`src/rtl/ifetch_pkg.sv`:
```
// ----------------------------------------------------------------------------
// ifetch_pkg
// Shared definitions for the instruction-fetch stage:
//   - fault_e   : 4-bit fault codes carried alongside each fetched instruction
//   - mode_e    : fetch mode (running, or parked until a redirect arrives)
//   - reset defaults for the fetch PC and MSR, and the MSR external-interrupt
//     enable bit position
// ----------------------------------------------------------------------------
package ifetch_pkg;

  typedef enum logic [3:0] {
    FAULT_NONE = 4'd0,
    FAULT_IRQ  = 4'd1,
    FAULT_ISI  = 4'd2   // reserved, never produced by this stage
  } fault_e;

  typedef enum logic {
    MODE_RUN           = 1'b0,
    MODE_WAIT_REDIRECT = 1'b1
  } mode_e;

  localparam logic [31:0] RESET_PC_DEFAULT   = 32'h0000_0100;
  localparam logic [31:0] RESET_MSR_DEFAULT  = 32'h0000_0000;
  localparam int          MSR_EE_BIT_DEFAULT = 15;

endpackage : ifetch_pkg

```
`src/rtl/ifetch.sv`:
```
// ----------------------------------------------------------------------------
// ifetch
// Instruction-fetch stage. Holds the fetch PC and MSR, issues 64-bit reads on
// the instruction EMI port, selects the 32-bit word and presents
// {valid, pc, msr, instr, fault} to decode.
//
// Ports:
//   clk, reset                  clock, asynchronous active-low reset
//   IRQ                         level external interrupt request
//   wb_newpc/_newmsr/_valid     WB redirect (PC and MSR), highest priority
//   mem_newpc/_valid            MEM PC redirect
//   mem_newmsr/_valid           MEM MSR update
//   exe_annul, wb_annul         drop the presented fetch, park until redirect
//   decode_stall                decode cannot accept; hold the presented word
//   ifetch_*                    bundle presented to decode
//   emi_if_address/_req         instruction read request (8-byte granule)
//   emi_if_rdata/_valid         read data, returned on the edge after request
// ----------------------------------------------------------------------------
module ifetch
  import ifetch_pkg::*;
#(
  parameter logic [31:0] RESET_PC   = RESET_PC_DEFAULT,
  parameter logic [31:0] RESET_MSR  = RESET_MSR_DEFAULT,
  parameter int          MSR_EE_BIT = MSR_EE_BIT_DEFAULT
) (
  input  logic        clk,
  input  logic        reset,
  input  logic        IRQ,
  input  logic [31:0] wb_newpc,
  input  logic [31:0] wb_newmsr,
  input  logic        wb_newpcmsr_valid,
  input  logic        exe_annul,
  input  logic        wb_annul,
  input  logic [31:0] mem_newpc,
  input  logic [31:0] mem_newmsr,
  input  logic        mem_newpc_valid,
  input  logic        mem_newmsr_valid,
  input  logic        decode_stall,
  output logic        ifetch_valid,
  output logic [3:0]  ifetch_fault,
  output logic [31:0] ifetch_pc,
  output logic [31:0] ifetch_msr,
  output logic [31:0] ifetch_instr,
  output logic [31:0] emi_if_address,
  output logic        emi_if_req,
  input  logic [63:0] emi_if_rdata,
  input  logic        emi_if_valid
);

  logic [31:0] fpc_q, fpc_d;
  logic [31:0] msr_q, msr_d;
  logic [31:0] out_pc_q, out_pc_d;
  logic [31:0] out_msr_q, out_msr_d;
  logic        out_valid_q, out_valid_d;
  fault_e      out_fault_q, out_fault_d;
  mode_e       mode_q, mode_d;

  logic redirect;
  logic annul;
  logic can_accept;
  logic irq_take;

  assign redirect   = wb_newpcmsr_valid | mem_newpc_valid;
  assign annul      = exe_annul | wb_annul;
  // The presented slot can move on once decode takes it, or if it is empty.
  assign can_accept = !decode_stall && (emi_if_valid || !out_valid_q);
  assign irq_take   = IRQ & msr_q[MSR_EE_BIT];

  // State register
  always_ff @(posedge clk or negedge reset) begin
    if (!reset) begin
      fpc_q       <= RESET_PC;
      msr_q       <= RESET_MSR;
      out_pc_q    <= '0;
      out_msr_q   <= '0;
      out_valid_q <= 1'b0;
      out_fault_q <= FAULT_NONE;
      mode_q      <= MODE_RUN;
    end else begin
      // NOTE: non-blocking assignments here so every register samples the
      // pre-edge values computed by the combinational process.
      fpc_q       <= fpc_d;
      msr_q       <= msr_d;
      out_pc_q    <= out_pc_d;
      out_msr_q   <= out_msr_d;
      out_valid_q <= out_valid_d;
      out_fault_q <= out_fault_d;
      mode_q      <= mode_d;
    end
  end

  // Next-state logic. Priority: redirect > annul > advance/consume > hold.
  always_comb begin
    // NOTE: every target defaults to its current value first, so no path
    // through the branches below can leave a signal unassigned (no latches).
    fpc_d       = fpc_q;
    msr_d       = msr_q;
    out_pc_d    = out_pc_q;
    out_msr_d   = out_msr_q;
    out_valid_d = out_valid_q;
    out_fault_d = out_fault_q;
    mode_d      = mode_q;

    // MSR updates are independent of the fetch flow; WB wins over MEM.
    if (wb_newpcmsr_valid) begin
      msr_d = wb_newmsr;
    end else if (mem_newmsr_valid) begin
      msr_d = mem_newmsr;
    end

    if (redirect) begin
      fpc_d       = wb_newpcmsr_valid ? wb_newpc : mem_newpc;
      out_valid_d = 1'b0;
      out_fault_d = FAULT_NONE;
      mode_d      = MODE_RUN;
    end else if (annul) begin
      out_valid_d = 1'b0;
      mode_d      = MODE_WAIT_REDIRECT;
    end else if (can_accept) begin
      if (mode_q == MODE_RUN) begin
        out_pc_d    = fpc_q;
        out_msr_d   = msr_q;
        out_valid_d = 1'b1;
        if (irq_take) begin
          // Present the interrupted PC as a faulting slot and park; fpc is
          // left pointing at it so the handler's return target is exact.
          out_fault_d = FAULT_IRQ;
          mode_d      = MODE_WAIT_REDIRECT;
        end else begin
          fpc_d = fpc_q + 32'd4;
        end
      end else begin
        // Parked: decode has taken the last slot (e.g. the IRQ fault), so
        // it is retired and nothing further is issued until a redirect.
        out_valid_d = 1'b0;
      end
    end
  end

  // Outputs
  always_comb begin
    // While a slot is held, keep re-reading its granule so rdata stays stable.
    if (out_valid_q && (decode_stall || !emi_if_valid)) begin
      emi_if_address = out_pc_q;
    end else begin
      emi_if_address = fpc_q;
    end
    emi_if_req   = (mode_q == MODE_RUN) || out_valid_q;
    ifetch_instr = out_pc_q[2] ? emi_if_rdata[63:32] : emi_if_rdata[31:0];
    ifetch_valid = out_valid_q & emi_if_valid;
    ifetch_pc    = out_pc_q;
    ifetch_msr   = out_msr_q;
    ifetch_fault = out_fault_q;
  end

endmodule : ifetch

```
`config.mk`:
```
export PLATFORM = sky130hd
export DESIGN_NAME = ifetch
export DESIGN_NICKNAME = d
export VERILOG_FILES = /design/src/rtl/ifetch_pkg.sv /design/src/rtl/ifetch.sv
export SDC_FILE = /design/constraint.sdc
export NUM_CORES = 1
export LEC_CHECK = 0
export CORE_MARGIN = 5
export CORE_UTILIZATION = 41
export CTS_CLUSTER_SIZE = 12
export DETAILED_ROUTE_END_ITERATION = 8
export PLACE_DENSITY = 0.79
export SETUP_SLACK_MARGIN = 0.3
export SLEW_MARGIN = 10
export SYNTH_ARGS = -nofsm -noshare
export SYNTH_HDL_FRONTEND = slang
export SYNTH_SLANG_ARGS = --single-unit
```
`constraint.sdc`:
```
create_clock -name clk -period 2.35 [get_ports clk]
set_input_delay 0.235 -clock clk [delete_from_list [all_inputs] [get_ports clk]]
set_output_delay 0.235 -clock clk [all_outputs]
set_load 0.005 [all_outputs]
```
==> metrics.log, run 1 <==
INFO  metric run_status = finished clean
INFO  metric reg2reg_setup_slack = roughly 0.43 ns
INFO  metric final_common_cell = clkdlybuf4s50_1
INFO  metric hpwlAfterDp = around 18,000 um
INFO  metric drt_iter0_drc = between 400 and 500
INFO  metric via_count_of_the_first_global_routing_pass = 6,697
INFO  metric startpoint = ifetch_pc[2]
INFO  metric dr.pass1.iters = 5
INFO  metric crit_path_start_kind = flip-flop
INFO  metric nets = 1,175
INFO  metric area_grow_syn2layout = 62.6%
INFO  metric hold-worst-slack = 0.367 ns
INFO  metric grt_antenna_before_repair = 1
INFO  metric wire_length_of_the_first_global_routing_pass = 38,100 um
INFO  metric yosysWarnings = 0
INFO  metric layout_worst_path_cycle_share = 0.863
INFO  metric synth_enable_flop_cells = 0
INFO  metric cts_inserted_buffers = 17
INFO  metric clock_tree.htree_level_count = 4
INFO  metric layout_setup_ws = about 0.32 ns
INFO  metric crit_path_max_fanout = 17
INFO  metric layout.core_utilization = 0.680
INFO  metric synthTopCellsByArea = dfrtp_1 47%, mux2_2 13%, mux2_1 8.0%
INFO  metric ys_types = ~60
INFO  metric slew_headroom = 0.536
INFO  metric max_freq = 493 MHz
INFO  metric yosys.area.top_type = dfrtp_1
INFO  metric post-place-cells = 1,158
INFO  metric worstSetupPathType = reg2out
INFO  metric timing.clock.skew = 0.00648 ns
INFO  metric drive_above_1_share = 0.180
INFO  metric wl_per_cell = 20.5 um
INFO  metric hold_fails_final_rpt = 0
INFO  metric power.static_leakage = 0.00488 uW
INFO  metric worst_setup_hold_path_clk_slew = 0.06 ns
INFO  metric fin_setup_tns = 0 ns
INFO  metric core_area = 16,600 um^2
INFO  metric postSynthAreaPerCell = between 10 and 15 um^2
INFO  metric timing.rr.end = fpc_q[31]
INFO  metric cts_root_buffer = clkbuf_16
INFO  metric total_grt_usage = 0.247
INFO  metric ys_async_sr_fraction = 1.00
INFO  metric initial_utilization = 0.418
INFO  metric die_width = about 140 um
INFO  metric via_count = 6,564
INFO  metric synth_largest_type_area_fraction = 0.469
INFO  metric postSynthRegisterBits = roughly 130
INFO  metric placementRows = 47
INFO  metric rsz0062_at_grt = yes
INFO  metric cp_slowest_stage_delay = 0.45 ns
INFO  metric synth.cell_area = 6940 um^2
INFO  metric worst_pin_slew = around 0.69 ns
INFO  metric minimum_period_implied_by_the_final_worst_setup_slack = 2.03 ns
INFO  metric clk_latency = 0.42 ns
INFO  metric timing.critical_path.arrival = 1.79 ns
INFO  metric critPathRequiredTime = 2.12 ns
INFO  metric tritoncts = done
INFO  metric gp_congestion = a little under 0.9
INFO  metric port_buffers = 332
INFO  metric io_pins = 336
INFO  metric worst_min_delay_path_class = in2async
INFO  metric instances_no_fill = 1,205
INFO  metric drv_slew = 0
INFO  metric ir_drop = 0.460 mV
INFO  metric grt_start_max_net_pins = ~110
INFO  metric clkSinkCount = ~130
INFO  metric worst_r2r_path_depth = 5
INFO  metric layout.cells.most_common_list = 278 x clkdlybuf4s50_1, 129 x dfrtp_1, 77 x mux2_2, 61 x nand2_1, 58 x o21ai_0
INFO  metric max-cap-violations = 0
INFO  metric synth_cells = 630
INFO  metric drt-vias-per-instance = between 5 and 6
INFO  metric route.antenna.remaining_nets = 0
INFO  metric grt.overflow.total = 0
INFO  metric cts_buffer_depth = 2
INFO  metric synth-seq-area-share = 0.473
INFO  metric dp_slack = 0.0206 ns
INFO  metric critPathSlowestCell = clkdlybuf4s50_1
INFO  metric drc = 0
INFO  metric chipHeight = around 140 um
INFO  metric setup_violations = 0
INFO  metric timing.rr.start = fpc_q[20]
INFO  metric worst_setup_path_end_kind = output pin
INFO  metric postSynth.topFlopCell = dfrtp_1
INFO  metric p_per_area = ~670 nW/um^2
INFO  metric cells_traversed_along_the_worst_timing_path = buf_16 > mux2_2 > clkdlybuf4s50_1
INFO  metric die_area = 19,600 um^2
INFO  metric wl = 24,700 um
==> worst max-delay path: cells and delay by family, from the launching register on <==
kind     cells  cell delay, ns
buf+inv      2            0.62
flops        1            0.41
mux          1            0.35
==> worst max-delay path by stage <==
stage                                     to  slack (ns)  cells past startpoint
after floorplan                    fpc_q[30]        0.62                      7
after global routing         ifetch_instr[2]        0.25                      3
after CTS                    ifetch_instr[9]        0.21                      5
after detailed placement  emi_if_address[31]        0.02                      6
final                        ifetch_instr[2]        0.32                      3
after global placement    emi_if_address[31]        0.05                      6
==> cell usage after synthesis (2+ instances only) <==
library cell and count:
a2bb2oi_1 5, a22o_1 4, clkbuf_1 26, and2_1 2, or3_1 2, a41o_1 2, nor2_1 14, nor4_1 2
nor2b_1 2, a31oi_1 2, nand2_1 61, inv_1 4, and4_1 2, nor3_1 4, dfrtp_1 130, mux2i_1 36
xor2_1 4, a22oi_1 21, nand4_1 13, a31o_2 2, buf_4 5, buf_2 7, o21ai_1 6, and3_1 9
a21oi_1 31, buf_6 5, buf_1 5, o21ai_0 58, nand3_1 9, mux2_1 49, o21a_1 2, mux2_2 79
==> power breakdown <==
group	switching, uW	leakage, uW	internal, uW
combinational	760	0.00296	1450
sequential	298	0.00166	2630
clock	958	0.000259	1500
total	2020	0.00488	5580
==> what timing repair did <==
item	4_1_cts	5_1_grt
setup endpoints to repair	64	79
gates resized for setup	61	59
gates cloned	4	0
hold endpoints to repair	55	0
buffers inserted	7	3
hold buffers	1	0
pin swaps	1	1
==> metal layers <==
layer / track usage / part of all wire / vias to the layer above
li1: - / - / 3014
met1: 0.287 / 0.38 / 3165
met2: 0.446 / 0.53 / 331
met3: 0.0494 / 0.060 / 54
met4: 0.101 / 0.036 / 0
met5: 0 / 0 / -
==> flip-flops by register name, summed over array words and instances (netlist names) <==
signal,count
fpc_q,32
ifetch_fault,1
ifetch_msr,32
ifetch_pc,32
mode_q,1
msr_q,32
out_valid_q,1
==> area by class of cell <==
type	count	area, um^2
antenna	1	2.50
clock buffer	23	468
clock inverter	8	80.1
fill	1281	5310
inverter	4	15.0
multi-input combinational	449	3440
sequential	131	3280
tap	220	275
timing repair buffer	369	3720
==> stage by stage <==
stage	cell area (um^2)	power [uW]
after floorplan	6940	3640
after global placement	10600	5120
after detailed placement	10600	5160
after CTS	11300	7680
after global routing	11300	7960
final	11300	7600
==> cells by family after synthesis <==
| family | share of synthesized area |
|---|---|
| AOI/OAI and AO/OA | 0.126 |
| xor gates and xnor gates | 0.00631 |
| adders and majority gates | 0.00180 |
| buffers and inverters | 0.0375 |
| DFF | 0.473 |
| muxes | 0.260 |
| other | 0.000541 |
| and+or+nand+nor | 0.0949 |
(Power assumes the default switching activity.)
==> run 2, diff against run 1 <==
CAP_MARGIN = 20   (was not set)
CORE_UTILIZATION = 25   (was 41)
PLACE_DENSITY = 0.52   (was 0.79)
clock period = 2.51 ns   (was 2.35 ns; I/O delays follow)
==> run 2 against run 1 <==
Global-route usage down 7.9 points. Design area is 3.1% higher. Combinational power down 8%. Critical endpoint is now emi_if_address[20]. Utilization shrank 26 points.
==> metrics.log, run 2 (synthesis results as in run 1) <==
INFO  metric run_status = finished clean (unchanged)
INFO  metric die_area = 31,200 um^2 (was 19,600 um^2)
INFO  metric crit_path_start_kind = flip-flop (unchanged)
INFO  metric wire_length_of_the_first_global_routing_pass = 40,300 um (was 38,100 um)
INFO  metric worst_r2r_path_depth = 6 (was 5)
INFO  metric timing.critical_path.arrival = 1.96 ns (was 1.79 ns)
INFO  metric placementRows = 61 (was 47)
INFO  metric cells_traversed_along_the_worst_timing_path = o21ai_4 > buf_6 > buf_12 > mux2_2 > clkdlybuf4s50_1 (was buf_16 > mux2_2 > clkdlybuf4s50_1)
INFO  metric die_width = 177 um (was 140 um)
INFO  metric route.antenna.remaining_nets = 0 (unchanged)
INFO  metric drc = 0 (unchanged)
INFO  metric clock_tree.htree_level_count = 4 (unchanged)
INFO  metric tritoncts = done (unchanged)
INFO  metric clk_latency = 0.42 ns (about the same)
INFO  metric critPathRequiredTime = 2.26 ns (was 2.12 ns)
INFO  metric via_count_of_the_first_global_routing_pass = 6,605 (was 6,697)
INFO  metric gp_congestion = 0.809 (was 0.867)
INFO  metric cp_slowest_stage_delay = 0.45 ns (about the same)
INFO  metric finish.instance_area = 11,600 um^2 (was 11,300 um^2)
INFO  metric fillerInstances = 2,665 (was 1,281)
INFO  metric cts_root_buffer = clkbuf_16 (unchanged)
INFO  metric cts_buffer_depth = 2 (unchanged)
INFO  metric critPathSlowestCell = clkdlybuf4s50_1 (unchanged)
INFO  metric hpwlAfterDp = 20,300 um (was 18,200 um)
INFO  metric fin_setup_tns = 0 ns (unchanged)
INFO  metric timing.rr.start = fpc_q[2] (was fpc_q[20])
INFO  metric power_frac_seq = 0.374 (was 0.385)
INFO  metric hold-worst-slack = 0.332 ns (was 0.367 ns)
INFO  metric wl_per_cell = 19.8 um (was 20.5 um)
INFO  metric final_common_cell = clkdlybuf4s50_1 (unchanged)
INFO  metric drt_iter0_drc = 345 (was 444)
INFO  metric area_grow_syn2layout = 67.7% (was 62.6%)
INFO  metric cp-endpoint = emi_if_address[20] (was ifetch_instr[2])
INFO  metric setup_violations = 0 (unchanged)
INFO  metric clock_power_share = 0.348 (was 0.324)
INFO  metric crit_path_max_fanout = 8 (was 17)
INFO  metric io_pins = 336 (unchanged)
INFO  metric layout_worst_path_cycle_share = 0.881
INFO  metric reg2reg_setup_slack = 0.51 ns (was 0.43 ns)
INFO  metric core_area = 27,600 um^2 (was 16,600 um^2)
INFO  metric port_buffers = 332 (unchanged)
INFO  metric dr.pass1.iters = 4 (was 5)
INFO  metric wl = 27,100 um (was 24,700 um)
INFO  metric cts_inserted_buffers = 17 (unchanged)
INFO  metric p_int = 5250 uW (was 5580 uW)
INFO  metric worstSetupPathType = reg2out (unchanged)
INFO  metric drt-vias-per-instance = 4.61 (was 5.45)
INFO  metric nets = 1,180 (was 1,175)
INFO  metric slew_headroom = 0.465 (was 0.536)
INFO  metric layout_setup_ws = 0.299 ns (was 0.322 ns)
INFO  metric grt.overflow.total = 0 (unchanged)
INFO  metric worst_setup_path_end_kind = output pin (unchanged)
INFO  metric minimum_period_implied_by_the_final_worst_setup_slack = 2.21 ns
INFO  metric worst_setup_hold_path_clk_slew = 0.06 ns (about the same)
INFO  metric rsz0062_at_grt = yes (unchanged)
INFO  metric timing.clock.skew = 0.0158 ns (was 0.00648 ns)
INFO  metric detailed_place.area = 10,800 um^2 (was 10,600 um^2)
INFO  metric timing.rr.end = fpc_q[30] (was fpc_q[31])
INFO  metric drv_slew = 0 (unchanged)
INFO  metric layout.cells.most_common_list = 301 x clkdlybuf4s50_1, 130 x dfrtp_1, 79 x mux2_2, 61 x nand2_1, 58 x o21ai_0 (was 278 x clkdlybuf4s50_1, 129 x dfrtp_1, 77 x mux2_2, 61 x nand2_1, 58 x o21ai_0)
INFO  metric power.switching_fraction = 0.279 (was 0.265)
INFO  metric via_count = 6,309 (was 6,564)
INFO  metric p_per_area = 626 nW/um^2 (was 674 nW/um^2)
INFO  metric total_power = 7280 uW (was 7600 uW)
INFO  metric ir_drop = 0.338 mV (was 0.460 mV)
INFO  metric max-cap-violations = 0 (unchanged)
INFO  metric max_freq = 452 MHz
INFO  metric startpoint = out_valid_q (was ifetch_pc[2])
INFO  metric initial_utilization = 0.252 (was 0.418)
INFO  metric power.static_leakage = 0.00517 uW (was 0.00488 uW)
INFO  metric worst_pin_slew = 0.799 ns (was 0.694 ns)
INFO  metric switching_power = 2030 uW (was 2020 uW)
INFO  metric hold_fails_final_rpt = 0 (unchanged)
INFO  metric power_frac_comb = 0.278 (was 0.291)
INFO  metric worst_min_delay_path_class = in2async (unchanged)
INFO  metric total_grt_usage = 0.168 (was 0.247)
INFO  metric clkSinkCount = 131 (unchanged)
INFO  metric dp_slack = 0.170 ns (was 0.0206 ns)
INFO  metric chipHeight = 177 um (was 140 um)
INFO  metric grt_start_max_net_pins = 69 (was 106)
INFO  metric grt_antenna_before_repair = 1 (unchanged)
INFO  metric drive_above_1_share = 0.169 (was 0.180)
[run 2: power by group through the flow]
stage	registers [uW]	logic (uW)	clock network, uW
after floorplan	2710	694	0
after global placement	2760	2060	0
after detailed placement	2770	2070	0
after CTS	2730	2080	2620
after global routing	2780	2210	2710
final	2720	2030	2530
[run 2: cell type report]
class	instances	area [um^2]	share of cell area
antenna	1	2.50	0.000215
clock buffer	18	439	0.0378
clock inverter	14	155	0.0133
inverter	4	15.0	0.00129
multi-input combinational	449	3430	0.295
sequential	131	3280	0.282
tap	378	473	0.0407
timing repair buffer	374	3840	0.330
[run 2: worst max-delay path: cells and delay by family, from the launching register on]
family	cells	cell delay [ns]
buffers and inverters	3	0.71
AO/OA/AOI/OAI	1	0.09
multiplexers	1	0.34
flip-flops	1	0.40
[run 2: how the worst min path moves through the flow]
stage,to,cells past startpoint,slack (ns)
after floorplan,fpc_q[0],0,-0.04
final,ifetch_pc[7],2,0.33
after detailed placement,ifetch_pc[7],1,0.24
after CTS,ifetch_pc[7],2,0.35
after global placement,ifetch_pc[7],1,0.23
after global routing,ifetch_pc[7],2,0.37
[run 2: through the flow]
stage                     utilization  instances
final                           0.422       1369
after global placement          0.392       1320
after global routing            0.422       1369
after detailed placement        0.392       1320
after floorplan                     -        632
after CTS                       0.417       1361
[run 2: metal layers]
layer,wire (um),vias up,track usage
li1,-,3018,-
met1,10700,3018,0.196
met2,13700,237,0.302
met3,2080,36,0.0467
met4,702,0,0.0480
met5,0,-,0
[run 2: what timing repair did]
action | CTS | global route
endpoints found under the setup margin | 64 | 36
endpoints found under the hold margin | 45 | 0
hold buffers | 1 | 0
gates resized for setup | 8 | 30
gates cloned | 1 | 1
pin swaps | 0 | 0
buffers inserted | 7 | 6
==> run 3, diff against run 2 <==
ABC_AREA = 1   (was not set)
PLACE_DENSITY = 0.51   (was 0.52)
==> run 3 against run 2 <==
Sequential share of layout area up 0.11 points. Power up 5.4%. Count of clock-buffer cells in the layout unchanged. Maximum frequency down 1.2%. Cell count up 23%. Largest power group unchanged. Die area up 2.8%.
==> metrics.log, run 3 <==
INFO  metric synth_enable_flop_cells = 0 (unchanged)
INFO  metric synth_cells = 978 (was 630)
INFO  metric tritoncts = done (unchanged)
INFO  metric critPathSlowestCell = clkdlybuf4s50_1 (unchanged)
INFO  metric grt.overflow.total = 0 (unchanged)
INFO  metric ys_async_sr_fraction = 1.00 (unchanged)
INFO  metric hold-path-endpoint = ifetch_fault[0]
INFO  metric synth.cell_area = 7140 um^2 (was 6940 um^2)
INFO  metric final_common_cell = clkdlybuf4s50_1 (unchanged)
INFO  metric holdPathStages = 4
INFO  metric cts_buffer_depth = 2 (unchanged)
INFO  metric grt_start_max_net_pins = 61 (was 69)
INFO  metric worst_setup_hold_path_clk_slew = 0.06 ns (about the same)
INFO  metric power.static_leakage = 0.00514 uW (was 0.00517 uW)
INFO  metric clock_tree.htree_level_count = 4 (unchanged)
INFO  metric total_grt_usage = 0.179 (was 0.168)
INFO  metric crit_path_max_fanout = 32 (was 8)
INFO  metric wl_per_cell = 17.4 um (was 19.8 um)
INFO  metric layout_worst_path_cycle_share = 0.892 (was 0.881)
INFO  metric crit_path_start_kind = primary input (was flip-flop)
INFO  metric die_area = 32,000 um^2 (was 31,200 um^2)
INFO  metric instances_no_fill = 1,686 (was 1,369)
INFO  metric post_synth_most_frequent_cells = 306 x nand2_1, 130 x dfrtp_1, 103 x nor2_1, 85 x o21ai_0, 79 x inv_1 (was 130 x dfrtp_1, 79 x mux2_2, 61 x nand2_1, 58 x o21ai_0, 49 x mux2_1)
INFO  metric timing.rr.end = fpc_q[7] (was fpc_q[30])
INFO  metric worst_r2r_path_depth = 10 (was 6)
INFO  metric drc = 0 (unchanged)
INFO  metric critical_path.most_common_cell = clkdlybuf4s50_1
INFO  metric synthTopCellsByArea = dfrtp_1 46%, nand2_1 16%, o21ai_0 6.0% (was dfrtp_1 47%, mux2_2 13%, mux2_1 8.0%)
INFO  metric synth-seq-area-share = 0.459 (was 0.473)
INFO  metric max_freq = 447 MHz (was 452 MHz)
INFO  metric chipHeight = 179 um (was 177 um)
INFO  metric final-seq-area = 3280 um^2 (about the same)
INFO  metric via_count_of_the_first_global_routing_pass = 7,520 (was 6,605)
INFO  metric nets = 1,498 (was 1,180)
INFO  metric power_frac_seq = 0.362 (was 0.374)
INFO  metric die_width = 179 um (was 177 um)
INFO  metric met1_usage = 0.228 (was 0.196)
INFO  metric timing.clock.skew = 0.0148 ns (was 0.0158 ns)
INFO  metric drv_slew = 0 (unchanged)
INFO  metric cp.buffers_inverters = 4 (was 3)
INFO  metric worst_pin_slew = 0.537 ns (was 0.799 ns)
INFO  metric cts_root_buffer = clkbuf_16 (unchanged)
INFO  metric p_int = 5280 uW (was 5250 uW)
INFO  metric run_status = finished clean (unchanged)
INFO  metric grt_antenna_before_repair = 0 (was 1)
INFO  metric worstSetupPathType = in2out (was reg2out)
INFO  metric max-cap-violations = 0 (unchanged)
INFO  metric core_area = 28,000 um^2 (was 27,600 um^2)
INFO  metric initial_utilization = 0.255 (was 0.252)
INFO  metric slew_headroom = 0.642 (was 0.465)
INFO  metric grt_busiest_layer = met2 (unchanged)
INFO  metric worst_min_delay_path_class = in2reg (was in2async)
INFO  metric post-synth-top-count-cell = nand2_1 (was dfrtp_1)
INFO  metric clk_latency = 0.42 ns (about the same)
INFO  metric drt-vias-per-instance = 4.49 (was 4.61)
INFO  metric ys_types = 32 (was 59)
INFO  metric route.antenna.remaining_nets = 0 (unchanged)
INFO  metric minimum_period_implied_by_the_final_worst_setup_slack = 2.24 ns (was 2.21 ns)
INFO  metric port_buffers = 332 (unchanged)
INFO  metric cts_inserted_buffers = 17 (unchanged)
INFO  metric postSynthRegisterBits = 131 (unchanged)
INFO  metric post-place-cells = 1,650 (was 1,320)
INFO  metric drt_iter0_drc = 442 (was 345)
INFO  metric total_power = 7670 uW (was 7280 uW)
INFO  metric io_pins = 336 (unchanged)
INFO  metric placementRows = 61 (unchanged)
INFO  metric number_of_diodes_added_for_antenna_fixing = 0 (was 1)
INFO  metric clkSinkCount = 131 (unchanged)
INFO  metric fillerInstances = 2,900 (was 2,665)
INFO  metric ir_drop = 0.332 mV (was 0.338 mV)
INFO  metric synth_largest_type_area_fraction = 0.456 (was 0.469)
INFO  metric power_frac_comb = 0.309 (was 0.278)
INFO  metric hold-worst-slack = 0.215 ns (was 0.332 ns)
INFO  metric p_per_area = 662 nW/um^2 (was 626 nW/um^2)
INFO  metric reg2reg_setup_slack = 0.61 ns (was 0.51 ns)
INFO  metric wire_length_of_the_first_global_routing_pass = 44,200 um (was 40,300 um)
INFO  metric multi_input_gate_area_in_the_final_layout = 3300 um^2 (was 3430 um^2)
INFO  metric hold_path.startpoint = wb_newpcmsr_valid
INFO  metric dr.pass1.iters = 5 (was 4)
INFO  metric via_count = 7,575 (was 6,309)
INFO  metric postSynthAreaPerCell = 7.30 um^2 (was 11.0 um^2)
INFO  metric critPathRequiredTime = 2.26 ns (about the same)
INFO  metric worst_setup_path_end_kind = output pin (unchanged)
INFO  metric postSynth.topFlopCell = dfrtp_1 (unchanged)
INFO  metric rsz0062_at_grt = yes (unchanged)
INFO  metric power.switching_fraction = 0.312 (was 0.279)
INFO  metric global_route.usage.met3 = 0.0487 (was 0.0467)
INFO  metric wl = 29,400 um (was 27,100 um)
INFO  metric met2_track_utilization_from_global_routing = 0.304 (was 0.302)
INFO  metric hpwlAfterDp = 21,900 um (was 20,300 um)
INFO  metric path_delay_family = buffers and inverters (unchanged)
INFO  metric clock_power_share = 0.329 (was 0.348)
INFO  metric hold_fails_final_rpt = 0 (unchanged)
INFO  metric gp_congestion = 0.807 (was 0.809)
INFO  metric yosys.area.top_type = dfrtp_1 (unchanged)
INFO  metric cells_traversed_along_the_worst_timing_path = clkdlybuf4s50_1 > inv_1 > o21ai_4 > buf_12 > nor2_1 > a21oi_1 > clkdlybuf4s50_1 (was o21ai_4 > buf_6 > buf_12 > mux2_2 > clkdlybuf4s50_1)
INFO  metric cp_slowest_stage_delay = 0.53 ns (was 0.45 ns)
INFO  metric timing.critical_path.arrival = 1.99 ns (was 1.96 ns)
INFO  metric yosysWarnings = 0 (unchanged)
INFO  metric fin_setup_tns = 0 ns (unchanged)
INFO  metric timing.rr.start = out_valid_q (was fpc_q[2])
INFO  metric layout.cells.most_common_list = 330 x clkdlybuf4s50_1, 306 x nand2_1, 129 x dfrtp_1, 102 x nor2_1, 85 x o21ai_0 (was 301 x clkdlybuf4s50_1, 130 x dfrtp_1, 79 x mux2_2, 61 x nand2_1, 58 x o21ai_0)
INFO  metric drive_above_1_share = 0.0604 (was 0.169)
INFO  metric setup_violations = 0 (unchanged)
INFO  metric switching_power = 2400 uW (was 2030 uW)
INFO  metric area_grow_syn2layout = 62.2% (was 67.7%)
run 3: changes by cell type in the layout (fill, tap and decap cells not counted), sizes merged, moves of 12 or more:
| cell | before | now |
|---|---|---|
| a21oi | 31 | 47 |
| a22oi | 21 | 9 |
| buf | 43 | 25 |
| clkdlybuf4s50 | 301 | 330 |
| dlymetal6s2s | 23 | 0 |
| inv | 14 | 90 |
| mux2 | 128 | 0 |
| mux2i | 36 | 0 |
| nand2 | 62 | 309 |
| nand3 | 10 | 65 |
| nand4 | 14 | 0 |
| nor2 | 15 | 113 |
| o211ai | 1 | 35 |
| o21ai | 64 | 89 |
run 3: tightest hold or removal path, delay by kind of cell:
family / cells / cell delay, ns
simple gates: 2 / 0.12
buf+inv: 1 / 0.13
compound gates: 1 / 0.07
run 3: repair_timing:
item                                    4_1_cts  5_1_grt
cloned                                        1        0
endpoints found under the setup margin       37       39
buffers inserted                              2        0
hold buffers                                  1        0
gates resized for setup                       3        2
endpoints found under the hold margin        49        0
pin swaps                                     1        0
run 3: how the worst max path moves through the flow:
stage	startpoint	end	slack, ns	cells past startpoint
detailed placement	emi_if_valid	emi_if_address[31]	0.27	7
finish	emi_if_valid	emi_if_address[31]	0.27	7
global route	emi_if_valid	emi_if_address[24]	0.16	7
floorplan	fpc_q[2]	fpc_q[18]	1.13	8
global placement	emi_if_valid	emi_if_address[31]	0.29	7
CTS	emi_if_valid	emi_if_address[31]	0.27	7
run 3: cell families (layout without fill, tap and decap cells):
family | after synthesis | count (layout) | share of synthesized area
AND/OR/NAND/NOR | 493 | 493 | 0.281
AO/OA/AOI/OAI | 207 | 207 | 0.171
buffers and inverters | 142 | 470 | 0.0829
flip-flops | 131 | 131 | 0.459
XOR/XNOR | 3 | 3 | 0.00368
adder cells (fa/ha/maj) | 1 | 1 | 0.00175
other | 1 | 3 | 0.000525
run 3: stage by stage:
step / area [um^2] / setup slack (ns) / utilization
after floorplan: 7150 / 1.13 / -
after global placement: 10900 / 0.286 / 0.390
after detailed placement: 10900 / 0.267 / 0.390
after CTS: 11600 / 0.267 / 0.413
after global routing: 11600 / 0.158 / 0.414
final: 11600 / 0.272 / 0.414
run 3: power groups by stage:
stage / sequential, uW / combinational (uW) / clock (uW)
finish: 2770 / 2370 / 2530
global route: 2830 / 2630 / 2690
CTS: 2780 / 2420 / 2600
detailed placement: 2810 / 2400 / 0
global placement: 2810 / 2390 / 0
floorplan: 2760 / 817 / 0
run 3: final cells by class:
cell class	count	share of cell area
timing repair buffer	356	0.313
clock buffer	18	0.0379
inverter	82	0.0268
tap	378	0.0408
sequential	131	0.283
clock inverter	14	0.0135
multi-input combinational	707	0.285
run 3: layer usage:
| metal | vias to the layer above | share of wire |
|---|---|---|
| met1 | 3546 | 0.42 |
| met5 | - | 0 |
| met2 | 207 | 0.50 |
| li1 | 3803 | - |
| met4 | 0 | 0.010 |
| met3 | 19 | 0.066 |
